File: src/rtl/seq_detect_param_if.sv
// Bus bundle for seq_detect_param: sample strobe, data bit, counter clear and match status.
interface seq_detect_param_if #(
  parameter int CNT_W = 8
);
  logic             en;
  logic             x;
  logic             cnt_clr;
  logic             y;
  logic [CNT_W-1:0] match_cnt;
  logic             cnt_sat;

  modport master (output en, x, cnt_clr, input y, match_cnt, cnt_sat);
  modport slave  (input en, x, cnt_clr, output y, match_cnt, cnt_sat);
endinterface

File: src/rtl/seq_detect_param.sv
// Parametrised serial pattern recogniser: masked compare of the last PAT_W bits, optional
// overlap, registered match flag and saturating match counter.
module seq_detect_param #(
  parameter int             PAT_W    = 4,
  parameter logic [PAT_W-1:0] PATTERN  = 4'b1011,
  parameter logic [PAT_W-1:0] PAT_MASK = 4'b1111,
  parameter bit             OVERLAP  = 1'b1,
  parameter int             CNT_W    = 8
) (
  input logic              clk,
  input logic              clr_n,
  seq_detect_param_if.slave bus
);

  if (PAT_W < 2 || PAT_W > 16) begin : g_bad_width
    $error("seq_detect_param: PAT_W must be in 2..16");
  end
  if (PAT_MASK == '0) begin : g_bad_mask
    $error("seq_detect_param: PAT_MASK must enable at least one bit");
  end

  localparam int FW = $clog2(PAT_W + 1);

  // Only PAT_W-1 past bits are stored; the current x completes the compare window.
  logic [PAT_W-2:0] hist;
  logic [PAT_W-1:0] window;
  logic [FW-1:0]    fill, fill_n;
  logic             hit;
  logic             y_q;
  logic [CNT_W-1:0] cnt, cnt_inc;
  logic             sat;

  always_comb begin
    window  = {hist, bus.x};
    fill_n  = (fill == FW'(PAT_W)) ? fill : fill + 1'b1;
    hit     = bus.en && (fill_n == FW'(PAT_W)) && (((window ^ PATTERN) & PAT_MASK) == '0);
    cnt_inc = cnt + 1'b1;
  end

  always_ff @(posedge clk or negedge clr_n) begin
    if (!clr_n) begin
      hist <= '0;
      fill <= '0;
      y_q  <= 1'b0;
      cnt  <= '0;
      sat  <= 1'b0;
    end else begin
      if (bus.en) begin
        hist <= window[PAT_W-2:0];
        fill <= (hit && !OVERLAP) ? '0 : fill_n;
      end
      y_q <= hit;
      if (bus.cnt_clr) begin
        cnt <= hit ? CNT_W'(1) : '0;
        sat <= hit && (CNT_W == 1);
      end else if (hit && (cnt != '1)) begin
        cnt <= cnt_inc;
        if (cnt_inc == '1) sat <= 1'b1;
      end
    end
  end

  assign bus.y         = y_q;
  assign bus.match_cnt = cnt;
  assign bus.cnt_sat   = sat;

endmodule

File: src/flat_wrapper.sv
// flat-port wrapper written by rule: the top's interface ports become plain ports
module seq_detect_param_flat 
#(
  parameter int             PAT_W    = 4,
  parameter logic [PAT_W-1:0] PATTERN  = 4'b1011,
  parameter logic [PAT_W-1:0] PAT_MASK = 4'b1111,
  parameter bit             OVERLAP  = 1'b1,
  parameter int             CNT_W    = 8
)
  (clk, clr_n, bus_en, bus_x, bus_cnt_clr, bus_y, bus_match_cnt, bus_cnt_sat);
  seq_detect_param_if #(.CNT_W(CNT_W)) bus_i ();
  input logic clk;
  input logic clr_n;
  input wire logic [$bits(bus_i.en)-1:0] bus_en;
  input wire logic [$bits(bus_i.x)-1:0] bus_x;
  input wire logic [$bits(bus_i.cnt_clr)-1:0] bus_cnt_clr;
  output wire logic [$bits(bus_i.y)-1:0] bus_y;
  output wire logic [$bits(bus_i.match_cnt)-1:0] bus_match_cnt;
  output wire logic [$bits(bus_i.cnt_sat)-1:0] bus_cnt_sat;
  assign bus_i.en = bus_en;
  assign bus_i.x = bus_x;
  assign bus_i.cnt_clr = bus_cnt_clr;
  assign bus_y = bus_i.y;
  assign bus_match_cnt = bus_i.match_cnt;
  assign bus_cnt_sat = bus_i.cnt_sat;
  seq_detect_param #(.PAT_W(PAT_W), .PATTERN(PATTERN), .PAT_MASK(PAT_MASK), .OVERLAP(OVERLAP), .CNT_W(CNT_W)) u_core (.clk(clk), .clr_n(clr_n), .bus(bus_i));
endmodule
File: config.mk
export PLATFORM = sky130hd
export DESIGN_NAME = seq_detect_param_flat
export DESIGN_NICKNAME = d
export VERILOG_FILES = /design/src/rtl/seq_detect_param_if.sv /design/src/rtl/seq_detect_param.sv /design/src/flat_wrapper.sv
export SDC_FILE = /design/constraint.sdc
export NUM_CORES = 1
export LEC_CHECK = 0
export ABC_AREA = 1
export CORE_MARGIN = 1
export CORE_UTILIZATION = 55
export DETAILED_ROUTE_END_ITERATION = 8
export PLACE_DENSITY = 0.82
export SLEW_MARGIN = 20
export SYNTH_ARGS = -nofsm -noshare
export SYNTH_HDL_FRONTEND = slang
export SYNTH_SLANG_ARGS = --single-unit
File: constraint.sdc
create_clock -name clk -period 3.64 [get_ports clk]
set_input_delay 0.546 -clock clk [delete_from_list [all_inputs] [get_ports clk]]
set_output_delay 0.546 -clock clk [all_outputs]
set_load 0.02 [all_outputs]
Yosys cells after proc, flatten, opt, wreduce, memory -nomap -nowiden:

Index checks and enable logic that the tools add are counted.

* equal/unequal tests: 4
* reduce and logical (&&, ||, !) cells: 7
* bitwise operators: 1
* multiplexer cells: 7
* add/sub/neg operators: 2

Operators with widths (number)
* 8-bit 2-to-1 mux: 2
* 8-bit by 1-bit adder with 8-bit output, second input constant: 1
* 8-bit == test, second input constant: 1
* 8-bit inequality test, second input constant: 1
* 3-bit == test, second input constant: 2
* 4-bit zero test: 1
* 1-bit 2-to-1 mux: 4
* 2-bit nonzero test: 2
* 3-bit by 1-bit adder with 3-bit output, second input constant: 1
* 1-bit logical AND: 3
* 3-bit 2-to-1 mux: 1
* 3-bit inverter: 1
* 2-bit AND reduction: 1

* output and inout bits: 10
* register bits: 16
* input bits: 5

Logic depth before layout (Yosys ltp):

Gate-level depths: netlist of run 1.

* depth in word-level cells: 8
* mapped depth: 11
* mapped depth without buffers: 11

Worst setup path after synthesis of run 1:

Ideal clock, no wire load.

* path kind: reg2reg
* start point: reg u_core.cnt[1] (netlist: u_core.bus.match_cnt[1])
* end point: reg u_core.cnt[6] (netlist: u_core.bus.match_cnt[6])
* arrival time: 1.372 ns
* setup slack: 2.142 ns
* library setup time: 0.127 ns
* period minus slack after synthesis: 1.498 ns
* path buffers: 0
* stages on the path, launching flop included: 9
* cells stage by stage: dfrtp_1 ha_1 nand2_1 nor2_1 nand2_1 nand3_2 nand2_4 nand2_1 o21ai_0

* cells in the longest elaborated chain, start to end: 3
* elaborated cells on any way between the ends: 6

RTL lines
* start, declared: RTL line seq_detect_param.sv:30 `logic [CNT_W-1:0] cnt, cnt_inc;`
* start signal, assigned: RTL line seq_detect_param.sv:54 `cnt <= hit ? CNT_W'(1) : '0;`
* start signal, assigned: RTL line seq_detect_param.sv:57 `cnt <= cnt_inc;`
* 8-bit by 1-bit adder with 8-bit output / 8-bit inequality test (equally long branches): RTL line seq_detect_param.sv:37, seq_detect_param.sv:56
* 8-bit 2-to-1 mux / 1-bit logical AND (equally long branches): RTL line seq_detect_param.sv:56 `end else if (hit && (cnt != '1)) begin`
* 8-bit 2-to-1 mux / 2-bit nonzero test (equally long branches)

Parallel ways exist; a longest one is shown, timed or not. The select of a mux whose other input is x is not followed.
A chain may end at the register's enable or synchronous reset.

Worst setup path after layout of run 1:

* start point: reg u_core.cnt[4] (netlist: u_core.bus.match_cnt[4])
* end point: out bus_match_cnt[4]

RTL lines
* end, declared: RTL line flat_wrapper.sv:18 `output wire logic [$bits(bus_i.match_cnt)-1:0] bus_match_cnt;`

No word-level cell between the ends.

==> results of run 1 <==
[how the worst max path moves through the flow]
stage	start	end	cells past startpoint
after floorplan	u_core.bus.match_cnt[1]	u_core.bus.match_cnt[6]	8
after global placement	bus_en	u_core.bus.match_cnt[7]	10
after detailed placement	bus_en	u_core.bus.match_cnt[7]	10
after CTS	u_core.bus.match_cnt[4]	bus_match_cnt[4]	1
after global routing	u_core.bus.match_cnt[4]	bus_match_cnt[4]	1
final	u_core.bus.match_cnt[4]	bus_match_cnt[4]	1
[worst min-delay path: cells and delay by family (launching register included)]
family           cells  cell delay [ns]
AND/OR/NAND/NOR      1             0.05
flip-flops           1             0.35
AO/OA/AOI/OAI        1             0.07
[final cells by class]
type,instances,area (sq um)
well taps,16,20.02
repair buffers,14,140.1
inverters,17,66.31
fillers,112,422.9
clock buffers,4,36.28
flip-flops and latches,16,400.4
multi-input cells,96,473.0
[stage by stage]
step,total power (uW),worst slack [ns]
after detailed placement,368.8,1.590
after CTS,487.1,1.658
after global routing,518.1,1.590
after floorplan,331.7,2.142
final,484.2,1.666
after global placement,362.6,1.643
[metal layers]
layer | routed length (um) | share of wire | vias up
li1 | - | - | 439
met1 | 922 | 0.50 | 365
met2 | 822 | 0.45 | 15
met3 | 65 | 0.035 | 3
met5 | 0 | 0 | -
met4 | 26 | 0.014 | 0
[registers in the layout, indices dropped and copies added, names as in the netlist]
name / count
u_core.bus.match_cnt: 8
u_core.fill: 3
u_core.hist: 3
u_core.bus.cnt_sat: 1
u_core.bus.y: 1
[report_power, final]
| part | switching [uW] | internal [uW] | leakage (uW) |
|---|---|---|---|
| clock network | 56.6 | 61.1 | 0.0000210 |
| logic | 95.4 | 51.4 | 0.000306 |
| registers | 20.5 | 199 | 0.000214 |
| total | 173 | 312 | 0.000541 |
[cell families after synthesis]
| kind of cell | count (synthesis) | synth area share |
|---|---|---|
| simple gates | 83 | 0.3981 |
| buf+inv | 17 | 0.07057 |
| compound gates | 8 | 0.04261 |
| flops | 16 | 0.4261 |
| fa+ha+maj | 4 | 0.05326 |
| xor+xnor | 1 | 0.009323 |
[Yosys cell counts, types with 2 or more instances]
master	number	area [sq um]
sky130_fd_sc_hd__dfrtp_1	16	400.4
sky130_fd_sc_hd__ha_1	4	50.05
sky130_fd_sc_hd__nor2_1	11	41.29
sky130_fd_sc_hd__inv_1	15	56.30
sky130_fd_sc_hd__o21ai_0	8	40.04
sky130_fd_sc_hd__nor2_4	2	22.52
sky130_fd_sc_hd__nand3_1	10	50.05
sky130_fd_sc_hd__nand2_1	51	191.4
sky130_fd_sc_hd__nand4_1	2	12.51
==> metrics.txt, run 1 <==
# TYPE chip_impl_metric gauge
chip_impl_info{name="result_of_the_run",value="complete, but fails checks"} 1
chip_impl_info{name="failed_checks",value="design-rule violations"} 1
chip_impl_metric{name="finalSetupViolations",unit=""} 0
chip_impl_metric{name="dp.final_hpwl",unit="um"} 1466
chip_impl_info{name="timing.rr.start",value="u_core.bus.match_cnt[1]"} 1
chip_impl_metric{name="power.ir.vdd_worst",unit="V"} 0.0004028
chip_impl_info{name="timing.critical_path.max_delay_family",value="buffers and inverters"} 1
chip_impl_info{name="tritoncts",value="built"} 1
chip_impl_metric{name="reg2regPathDepth",unit=""} 8
chip_impl_metric{name="clock_latency",unit="ns"} 0.30
chip_impl_info{name="crit_path_cell_trace",value="clkdlybuf4s50_1"} 1
chip_impl_metric{name="grt_util_met3",unit=""} 0.08333
chip_impl_metric{name="r2r_slack",unit="ns"} 2.01
chip_impl_metric{name="grt_first_pass_wirelength",unit="um"} 3091
chip_impl_metric{name="worst_pin_slew",unit="ns"} 0.6639
chip_impl_metric{name="total_cell_area_at_the_placement_stage",unit="sq um"} 1100
chip_impl_metric{name="floorplan.initialDensity",unit=""} 0.6027
chip_impl_info{name="criticalPathCategory",value="register to output port"} 1
chip_impl_metric{name="clock_net_sink_count",unit=""} 16
chip_impl_metric{name="final_hold_viol_count",unit=""} 0
chip_impl_metric{name="finalHoldWorstSlack",unit="ns"} 0.5084
chip_impl_metric{name="fmaxAchievable",unit="GHz"} 0.5066
chip_impl_metric{name="post-cts-setup-buffer-count",unit=""} 0
chip_impl_metric{name="grt_pass1_vias",unit=""} 754
chip_impl_metric{name="syn-cell-area",unit="sq um"} 939.7
chip_impl_metric{name="synthesis.yosys.warnings",unit=""} 0
chip_impl_metric{name="antenna_cells_inserted",unit=""} 0
chip_impl_metric{name="grt_max_degree",unit=""} 17
chip_impl_metric{name="asyncSetResetFlopFracSynth",unit=""} 1.000
chip_impl_metric{name="port_buffers",unit=""} 14
chip_impl_metric{name="grt_antenna_before_repair",unit=""} 0
chip_impl_metric{name="dieArea",unit="sq um"} 1878
chip_impl_metric{name="post-route-min-period",unit="ns"} 1.974
chip_impl_metric{name="number_of_synthesized_flops_with_an_enable_pin",unit=""} 0
chip_impl_info{name="commonest_non_fill_non_tap_cell_in_the_layout",value="sky130_fd_sc_hd__nand2_1"} 1
chip_impl_info{name="rsz0062_at_grt",value="false"} 1
chip_impl_metric{name="grt_use_met1",unit=""} 0.2909
chip_impl_metric{name="number_of_placed_instances_taps_included",unit=""} 159
chip_impl_metric{name="syn-mean-instance-area",unit="sq um"} 7.284
chip_impl_info{name="setup.worst_path.start_class",value="register"} 1
chip_impl_metric{name="routedWlPerCell",unit="um"} 11.26
chip_impl_metric{name="firstDrtPassIters",unit=""} 6
chip_impl_metric{name="critical_path_required",unit="ns"} 3.09
chip_impl_info{name="synthFlopType",value="sky130_fd_sc_hd__dfrtp_1"} 1
chip_impl_metric{name="postSynthNetCount",unit=""} 138
chip_impl_metric{name="p_leak",unit="uW"} 0.0005409
chip_impl_metric{name="synth_seq_cells",unit=""} 16
chip_impl_metric{name="design.core.area",unit="sq um"} 1559
chip_impl_metric{name="grt.total_usage",unit=""} 0.2291
chip_impl_metric{name="global_route.usage.met2",unit=""} 0.3394
chip_impl_metric{name="sequential_cell_area_fraction_in_the_yosys_report",unit=""} 0.4261
chip_impl_info{name="worst_r2r_endpoint",value="u_core.bus.match_cnt[2]"} 1
chip_impl_metric{name="post_synth_inst_count",unit=""} 129
chip_impl_metric{name="synth_cell_types",unit=""} 19
chip_impl_metric{name="ctsResizeCount",unit=""} 0
chip_impl_metric{name="drt_drc_violations_left",unit=""} 6
chip_impl_metric{name="ctsLongestPathBuffers",unit=""} 2
chip_impl_info{name="critical_path.endpoint_type",value="output port"} 1
chip_impl_metric{name="drt_first_iter_violations",unit=""} 22
chip_impl_metric{name="timing.critical_path.arrival",unit="ns"} 1.43
chip_impl_metric{name="timing.final.crit_share",unit=""} 0.5423
chip_impl_metric{name="dieWidth",unit="um"} 43.34
chip_impl_metric{name="cts.clk_slew.worst_paths",unit="ns"} 0.09
chip_impl_metric{name="syn2layout_area_growth",unit="%"} 20.91
chip_impl_metric{name="final_net_count",unit=""} 157
chip_impl_info{name="timing.critical_path.slowest_stage_cell",value="sky130_fd_sc_hd__clkdlybuf4s50_1"} 1
chip_impl_metric{name="floorplan_row_count",unit=""} 14
chip_impl_metric{name="global_route.overflow_total",unit=""} 0
chip_impl_info{name="final_cell_mix",value="sky130_fd_sc_hd__nand2_1, sky130_fd_sc_hd__dfrtp_1, sky130_fd_sc_hd__inv_1"} 1
chip_impl_metric{name="final_antenna_net_count",unit=""} 0
chip_impl_metric{name="power_density",unit="nW/um^2"} 426.2
chip_impl_metric{name="proportion_of_layout_cells_with_a_drive_suffix_above_1",unit=""} 0.09524
chip_impl_info{name="clockRootBuffer",value="sky130_fd_sc_hd__clkbuf_4"} 1
chip_impl_metric{name="routabilityCongestion",unit=""} 0.9324
chip_impl_metric{name="postRouteWirelength",unit="um"} 1836
chip_impl_metric{name="cts.hold.buffers_added",unit=""} 0
chip_impl_metric{name="clock_skew",unit="ns"} 0.006834
chip_impl_metric{name="cts_inserted_buffers",unit=""} 3
chip_impl_metric{name="min_path_cells",unit=""} 2
chip_impl_metric{name="routed_via_density",unit=""} 5.043
chip_impl_metric{name="chipHeight",unit="um"} 43.34
chip_impl_metric{name="final.setup.tns",unit="ns"} 0
chip_impl_metric{name="maxCapViolCount",unit=""} 0
chip_impl_info{name="min-delay-path-class",value="register to register"} 1
chip_impl_metric{name="critical_path.n_buffers_inverters",unit=""} 1
chip_impl_metric{name="route.vias.total",unit=""} 822
chip_impl_metric{name="top_level_i_o_count",unit=""} 15
chip_impl_metric{name="critPathMaxStageDelay",unit="ns"} 0.65
chip_impl_info{name="min-delay-start",value="u_core.hist[2]"} 1
chip_impl_metric{name="post-route-cell-area",unit="sq um"} 1136
chip_impl_info{name="hold-path-endpoint",value="u_core.hist[2]"} 1
chip_impl_metric{name="relSlewSlack",unit=""} 0.5560
chip_impl_metric{name="critical_path_peak_fanout",unit=""} 7
chip_impl_metric{name="final_cell_count_no_fill",unit=""} 163
chip_impl_info{name="most_heavily_used_metal_layer_in_global_routing",value="met2"} 1
chip_impl_metric{name="finalMaxSlewViolations",unit=""} 0
chip_impl_metric{name="htree_num_levels",unit=""} 1
chip_impl_metric{name="final_core_utilization",unit=""} 0.7287
Note: power is estimated with default switching activity, not from simulation.
==> run 2: changes to the inputs <==
--- a/config.mk
+++ b/config.mk
@@ -7,9 +7,9 @@
 export LEC_CHECK = 0
 export ABC_AREA = 1
 export CORE_MARGIN = 1
-export CORE_UTILIZATION = 55
+export CORE_UTILIZATION = 46
 export DETAILED_ROUTE_END_ITERATION = 8
-export PLACE_DENSITY = 0.82
+export PLACE_DENSITY = 0.73
 export SLEW_MARGIN = 20
 export SYNTH_ARGS = -nofsm -noshare
 export SYNTH_HDL_FRONTEND = slang
==> constraint.sdc (replaced) <==
create_clock -name clk -period 1.7 [get_ports clk]
set_input_delay 0.255 -clock clk [delete_from_list [all_inputs] [get_ports clk]]
set_output_delay 0.255 -clock clk [all_outputs]
set_load 0.02 [all_outputs]
==> metrics.txt, run 2 (synthesized netlist as in run 1, its figures left out) <==
# TYPE chip_impl_metric gauge
chip_impl_info{name="result_of_the_run",value="completed"} 1
chip_impl_metric{name="register_area",unit="sq um"} 400.4
chip_impl_metric{name="final_core_utilization",unit=""} 0.6701
chip_impl_metric{name="largest_reg_flops",unit=""} 8
chip_impl_metric{name="port_buffers",unit=""} 14
chip_impl_metric{name="cts_inserted_buffers",unit=""} 3
chip_impl_metric{name="grt_first_pass_wirelength",unit="um"} 3291
chip_impl_info{name="final_cell_mix",value="sky130_fd_sc_hd__nand2_1, sky130_fd_sc_hd__dfrtp_1, sky130_fd_sc_hd__inv_1"} 1
chip_impl_metric{name="grt_pass1_vias",unit=""} 765
chip_impl_metric{name="final_antenna_net_count",unit=""} 0
chip_impl_metric{name="drt_drc_violations_left",unit=""} 0
chip_impl_metric{name="relSlewSlack",unit=""} 0.8213
chip_impl_metric{name="grt_max_degree",unit=""} 17
chip_impl_metric{name="ctsLongestPathBuffers",unit=""} 2
chip_impl_metric{name="chipHeight",unit="um"} 47.20
chip_impl_metric{name="clock_latency",unit="ns"} 0.29
chip_impl_metric{name="floorplan.initialDensity",unit=""} 0.5162
chip_impl_metric{name="postRouteWirelength",unit="um"} 2127
chip_impl_info{name="rsz0062_at_grt",value="false"} 1
chip_impl_metric{name="fmaxAchievable",unit="GHz"} 0.6223
chip_impl_metric{name="cts.clk_slew.worst_paths",unit="ns"} 0.10
chip_impl_metric{name="grt_antenna_before_repair",unit=""} 0
chip_impl_metric{name="drt_first_iter_violations",unit=""} 13
chip_impl_metric{name="maxCapViolCount",unit=""} 0
chip_impl_metric{name="power.ir.vdd_worst",unit="V"} 0.0006837
chip_impl_metric{name="global_route.overflow_total",unit=""} 0
chip_impl_metric{name="route.vias.total",unit=""} 902
chip_impl_metric{name="power_density",unit="nW/um^2"} 891.7
chip_impl_info{name="setup.worst_path.start_class",value="register"} 1
chip_impl_metric{name="fillerInstances",unit=""} 165
chip_impl_info{name="critical_path.endpoint_type",value="output port"} 1
chip_impl_metric{name="dp.final_hpwl",unit="um"} 1539
chip_impl_metric{name="antenna_cells_inserted",unit=""} 0
chip_impl_metric{name="routabilityCongestion",unit=""} 0.8258
chip_impl_metric{name="worst_pin_slew",unit="ns"} 0.2678
chip_impl_metric{name="timing.critical_path.arrival",unit="ns"} 1.35
chip_impl_metric{name="final_hold_viol_count",unit=""} 0
chip_impl_metric{name="design.core.area",unit="sq um"} 1821
chip_impl_metric{name="final_cell_count_no_fill",unit=""} 179
chip_impl_metric{name="finalSetupViolations",unit=""} 0
chip_impl_metric{name="area_occupied_by_multi_input_gates",unit="sq um"} 501.7
chip_impl_metric{name="critical_path_peak_fanout",unit=""} 4
chip_impl_metric{name="final.setup.tns",unit="ns"} 0
chip_impl_metric{name="htree_num_levels",unit=""} 1
chip_impl_info{name="criticalPathCategory",value="register to output port"} 1
chip_impl_info{name="min-delay-path-class",value="input pin to async pin"} 1
chip_impl_info{name="clockRootBuffer",value="sky130_fd_sc_hd__clkbuf_4"} 1
chip_impl_metric{name="clock_net_sink_count",unit=""} 16
chip_impl_info{name="commonest_non_fill_non_tap_cell_in_the_layout",value="sky130_fd_sc_hd__nand2_1"} 1
chip_impl_metric{name="p_leak",unit="uW"} 0.0006098
chip_impl_metric{name="routed_via_density",unit=""} 5.039
chip_impl_metric{name="finalMaxSlewViolations",unit=""} 0
chip_impl_metric{name="cts.hold.buffers_added",unit=""} 0
chip_impl_metric{name="timing.final.crit_share",unit=""} 0.9453
chip_impl_metric{name="number_of_placed_instances_taps_included",unit=""} 173
chip_impl_metric{name="routedWlPerCell",unit="um"} 11.88
chip_impl_metric{name="dieArea",unit="sq um"} 2227
chip_impl_metric{name="grt.total_usage",unit=""} 0.2174
chip_impl_metric{name="floorplan_row_count",unit=""} 15
chip_impl_metric{name="post-route-min-period",unit="ns"} 1.607
chip_impl_metric{name="top_level_i_o_count",unit=""} 15
chip_impl_info{name="tritoncts",value="built"} 1
chip_impl_metric{name="dieWidth",unit="um"} 47.20
chip_impl_metric{name="firstDrtPassIters",unit=""} 4
chip_impl_metric{name="proportion_of_layout_cells_with_a_drive_suffix_above_1",unit=""} 0.1623
chip_impl_metric{name="critical_path_required",unit="ns"} 1.44
chip_impl_metric{name="final_net_count",unit=""} 165
chip_impl_metric{name="syn2layout_area_growth",unit="%"} 29.83
chip_impl_metric{name="clock_skew",unit="ns"} 0.008385
-- run 2: repair_timing --
item | in CTS | in global routing
gates resized for setup | 0 | 8
endpoints found under the setup margin | 0 | 9
hold endpoints to repair | 0 | 0
setup buffers | 0 | 2
-- run 2: per-stage QoR --
stage / area, sq um / hold slack (ns) / total power (uW) / setup slack (ns)
2_1_floorplan: 939.7 / -0.04059 / 710.2 / 0.2015
3_3_place_gp: 1149 / 0.4632 / 781.4 / 0.1329
3_5_place_dp: 1149 / 0.4712 / 796.9 / 0.06878
4_1_cts: 1171 / 0.2866 / 996.1 / 0.01511
5_1_grt: 1220 / 0.3224 / 1143 / 0.03623
6_report: 1220 / 0.2724 / 1088 / 0.09300
-- run 2: path summary, 6_finish.rpt --
kind | startpoint | end | slack (ns) | cells past startpoint
min reg2reg | u_core.bus.cnt_sat | u_core.bus.cnt_sat | 0.49 | 2
max reg2reg | u_core.fill[1] | u_core.bus.match_cnt[1] | 0.15 | 11
max in group asynchronous | clr_n | u_core.bus.match_cnt[0] | 1.24 | 2
min in group clk | u_core.bus.cnt_sat | u_core.bus.cnt_sat | 0.49 | 2
min | clr_n | u_core.bus.match_cnt[1] | 0.27 | 2
max | u_core.bus.match_cnt[0] | bus_match_cnt[0] | 0.09 | 2
-- run 2: worst max-delay path, cell delays in order (launching register included) --
cell                              delay [ns]
sky130_fd_sc_hd__dfrtp_1                0.35
sky130_fd_sc_hd__buf_4                  0.12
sky130_fd_sc_hd__clkdlybuf4s50_1        0.59
-- run 2: layout make-up --
cell class              count  share of cell area
clock buffers               3             0.01846
inverters                  17             0.05436
multi-input cells          97              0.4113
flip-flops and latches     16              0.3282
well taps                  25             0.02564
repair buffers             21              0.1621
-- run 2: per-layer routing --
layer	GRT usage	up-vias	wire, um
li1	-	457	-
met1	0.2898	406	1037
met3	0.03846	9	105
met5	0	-	0
met4	0.09143	0	53
met2	0.3472	30	931
-- run 2: where the power goes --
group / total, uW / internal, uW / leakage [uW] / switching, uW
sequential: 473 / 426 / 0.000214 / 47.0
clock: 203 / 82.3 / 0.0000138 / 120
combinational: 412 / 170 / 0.000382 / 242
==> run 3: changes to the inputs <==
--- a/config.mk
+++ b/config.mk
@@ -7,9 +7,11 @@
 export LEC_CHECK = 0
 export ABC_AREA = 1
 export CORE_MARGIN = 1
-export CORE_UTILIZATION = 46
+export CORE_UTILIZATION = 54
+export CTS_CLUSTER_DIAMETER = 150
 export DETAILED_ROUTE_END_ITERATION = 8
-export PLACE_DENSITY = 0.73
+export DONT_BUFFER_PORTS = 1
+export PLACE_DENSITY = 0.72
 export SLEW_MARGIN = 20
 export SYNTH_ARGS = -nofsm -noshare
 export SYNTH_HDL_FRONTEND = slang
==> metrics.txt, run 3 (synthesized netlist as in run 1, its figures left out) <==
# TYPE chip_impl_metric gauge
chip_impl_metric{name="route.vias.total",unit=""} 863
chip_impl_metric{name="post-route-cell-area",unit="sq um"} 1087
chip_impl_metric{name="dieWidth",unit="um"} 43.72
chip_impl_metric{name="clock_latency",unit="ns"} 0.29
chip_impl_metric{name="design.core.area",unit="sq um"} 1559
chip_impl_metric{name="share_clk_of_total_power",unit=""} 0.230
chip_impl_metric{name="maxCapViolCount",unit=""} 0
chip_impl_metric{name="global_route.overflow_total",unit=""} 0
chip_impl_metric{name="top_level_i_o_count",unit=""} 15
chip_impl_metric{name="internal_cell_power",unit="uW"} 710.3
chip_impl_metric{name="largest_reg_flops",unit=""} 8
chip_impl_metric{name="power.switching_fraction",unit=""} 0.3606
chip_impl_metric{name="grt.total_usage",unit=""} 0.2520
chip_impl_metric{name="cts_inserted_buffers",unit=""} 3
chip_impl_metric{name="clock_net_sink_count",unit=""} 16
chip_impl_metric{name="finalMaxSlewViolations",unit=""} 0
chip_impl_metric{name="post-route-min-period",unit="ns"} 1.578
chip_impl_info{name="clockRootBuffer",value="sky130_fd_sc_hd__clkbuf_4"} 1
chip_impl_metric{name="finalSetupViolations",unit=""} 0
chip_impl_metric{name="cts.clk_slew.worst_paths",unit="ns"} 0.10
chip_impl_metric{name="proportion_of_layout_cells_with_a_drive_suffix_above_1",unit=""} 0.1761
chip_impl_metric{name="final_hold_viol_count",unit=""} 0
chip_impl_info{name="critical_path.endpoint_type",value="register"} 1
chip_impl_metric{name="p_leak",unit="uW"} 0.0005369
chip_impl_metric{name="routabilityCongestion",unit=""} 0.8349
chip_impl_metric{name="drt_first_iter_violations",unit=""} 29
chip_impl_metric{name="timing.final.crit_share",unit=""} 0.9281
chip_impl_metric{name="critical_path_required",unit="ns"} 1.89
chip_impl_metric{name="syn2layout_area_growth",unit="%"} 15.71
chip_impl_metric{name="area_occupied_by_multi_input_gates",unit="sq um"} 501.7
chip_impl_metric{name="floorplan.initialDensity",unit=""} 0.6027
chip_impl_metric{name="dp.final_hpwl",unit="um"} 1475
chip_impl_metric{name="floorplan_row_count",unit=""} 14
chip_impl_metric{name="register_area",unit="sq um"} 400.4
chip_impl_info{name="result_of_the_run",value="completed"} 1
chip_impl_metric{name="final_net_count",unit=""} 152
chip_impl_metric{name="power.ir.vdd_worst",unit="V"} 0.0008986
chip_impl_metric{name="routed_via_density",unit=""} 5.462
chip_impl_metric{name="firstDrtPassIters",unit=""} 4
chip_impl_metric{name="fillerInstances",unit=""} 129
chip_impl_info{name="min-delay-path-class",value="input pin to register"} 1
chip_impl_info{name="criticalPathCategory",value="register to register"} 1
chip_impl_metric{name="worst_pin_slew",unit="ns"} 0.6999
chip_impl_metric{name="dp_slack",unit="ns"} 0.06746
chip_impl_metric{name="chipHeight",unit="um"} 43.72
chip_impl_info{name="tritoncts",value="built"} 1
chip_impl_metric{name="port_buffers",unit=""} 0
chip_impl_info{name="final_cell_mix",value="sky130_fd_sc_hd__nand2_1, sky130_fd_sc_hd__dfrtp_1, sky130_fd_sc_hd__inv_1"} 1
chip_impl_metric{name="relSlewSlack",unit=""} 0.5319
chip_impl_metric{name="htree_num_levels",unit=""} 1
chip_impl_metric{name="grt_pass1_vias",unit=""} 840
chip_impl_metric{name="timing.critical_path.arrival",unit="ns"} 1.76
chip_impl_metric{name="critical_path_peak_fanout",unit=""} 5
chip_impl_metric{name="postRouteWirelength",unit="um"} 2044
chip_impl_metric{name="dieArea",unit="sq um"} 1911
chip_impl_metric{name="grt_first_pass_wirelength",unit="um"} 3484
chip_impl_info{name="commonest_non_fill_non_tap_cell_in_the_layout",value="sky130_fd_sc_hd__nand2_1"} 1
chip_impl_metric{name="clock_skew",unit="ns"} 0.001605
chip_impl_metric{name="power_density",unit="nW/um^2"} 1022
chip_impl_metric{name="fmaxAchievable",unit="GHz"} 0.6338
chip_impl_metric{name="power.combinational.fraction",unit=""} 0.345
chip_impl_metric{name="grt_max_degree",unit=""} 17
chip_impl_metric{name="finalHoldWorstSlack",unit="ns"} 0.05838
chip_impl_metric{name="power.net_switching",unit="uW"} 400.6
chip_impl_metric{name="routedWlPerCell",unit="um"} 12.94
chip_impl_info{name="setup.worst_path.start_class",value="register"} 1
chip_impl_metric{name="ctsLongestPathBuffers",unit=""} 2
chip_impl_metric{name="grt_antenna_before_repair",unit=""} 0
chip_impl_metric{name="antenna_cells_inserted",unit=""} 0
chip_impl_metric{name="total_cell_area_at_the_placement_stage",unit="sq um"} 997.2
chip_impl_metric{name="drt_drc_violations_left",unit=""} 0
chip_impl_metric{name="final_antenna_net_count",unit=""} 0
chip_impl_metric{name="setup_ws",unit="ns"} 0.1223
chip_impl_metric{name="sequentialPowerShare",unit=""} 0.425
==> run 3: changes by cell type in the layout (fill, tap and decap cells not counted) <==
| cell | change |
|---|---|
| sky130_fd_sc_hd__inv_1 | +1 |
| sky130_fd_sc_hd__dlygate4sd3_1 | +1 |
| sky130_fd_sc_hd__clkbuf_8 | +1 |
| sky130_fd_sc_hd__inv_2 | -1 |
| sky130_fd_sc_hd__dlymetal6s2s_1 | -2 |
| sky130_fd_sc_hd__clkdlybuf4s50_1 | -12 |
==> run 3: worst paths after layout <==
path,startpoint,end,slack (ns),cells after the start
worst min-delay path,bus_en,u_core.fill[1],0.06,1
min in group asynchronous,clr_n,u_core.bus.cnt_sat,0.45,1
max in group asynchronous,clr_n,u_core.bus.match_cnt[4],0.81,1
worst max register to register,u_core.fill[1],u_core.bus.match_cnt[7],0.12,11
worst min register to register,u_core.hist[2],u_core.hist[2],0.51,2
worst max-delay path,u_core.fill[1],u_core.bus.match_cnt[7],0.12,11
==> run 3: power groups by stage <==
stage | logic (uW) | registers [uW] | clock network (uW)
after floorplan | 240 | 471 | 0
after global placement | 274 | 473 | 0
after detailed placement | 293 | 479 | 0
after CTS | 307 | 471 | 261
after global routing | 430 | 479 | 284
final | 383 | 472 | 256
==> run 3: worst max-delay path, stage by stage (launching register included) <==
cell,delay (ns)
sky130_fd_sc_hd__dfrtp_1,0.41
sky130_fd_sc_hd__inv_1,0.11
sky130_fd_sc_hd__ha_4,0.16
sky130_fd_sc_hd__nand2_1,0.08
sky130_fd_sc_hd__nand2_1,0.07
sky130_fd_sc_hd__nand2_1,0.09
sky130_fd_sc_hd__nor2_4,0.16
sky130_fd_sc_hd__nand3_4,0.10
sky130_fd_sc_hd__nand2_4,0.12
sky130_fd_sc_hd__inv_4,0.04
sky130_fd_sc_hd__nand2_1,0.07
sky130_fd_sc_hd__nand2_1,0.06
==> run 3: final cells by class <==
class,instances,share of cell area
clock buffer,4,0.03337
inverter,17,0.06099
multi-input combinational,97,0.4615
sequential,16,0.3682
tap,16,0.01841
timing repair buffer,8,0.05754
==> run 3: per-stage QoR <==
stage                     power (uW)  cells  TNS (ns)  utilization
after floorplan                710.2    129         0            -
after global placement         746.6    150         0       0.6396
after detailed placement       771.3    150         0       0.6396
after CTS                       1039    155         0       0.6693
after global routing            1193    158  -0.01528       0.6974
final                           1111    158         0       0.6974
==> run 3: repair_timing <==
action	4_1_cts	5_1_grt
buffers inserted	0	2
resized for setup	0	5
setup endpoints to repair	0	9
hold buffers	1	0
hold endpoints to repair	16	0
==> run 3: routing by layer <==
layer / wire [um] / GRT usage / share of wire
met5: 0 / 0 / 0
met4: 42 / 0.1438 / 0.021
met3: 123 / 0.06667 / 0.060
met2: 934 / 0.3881 / 0.46
met1: 943 / 0.3190 / 0.46
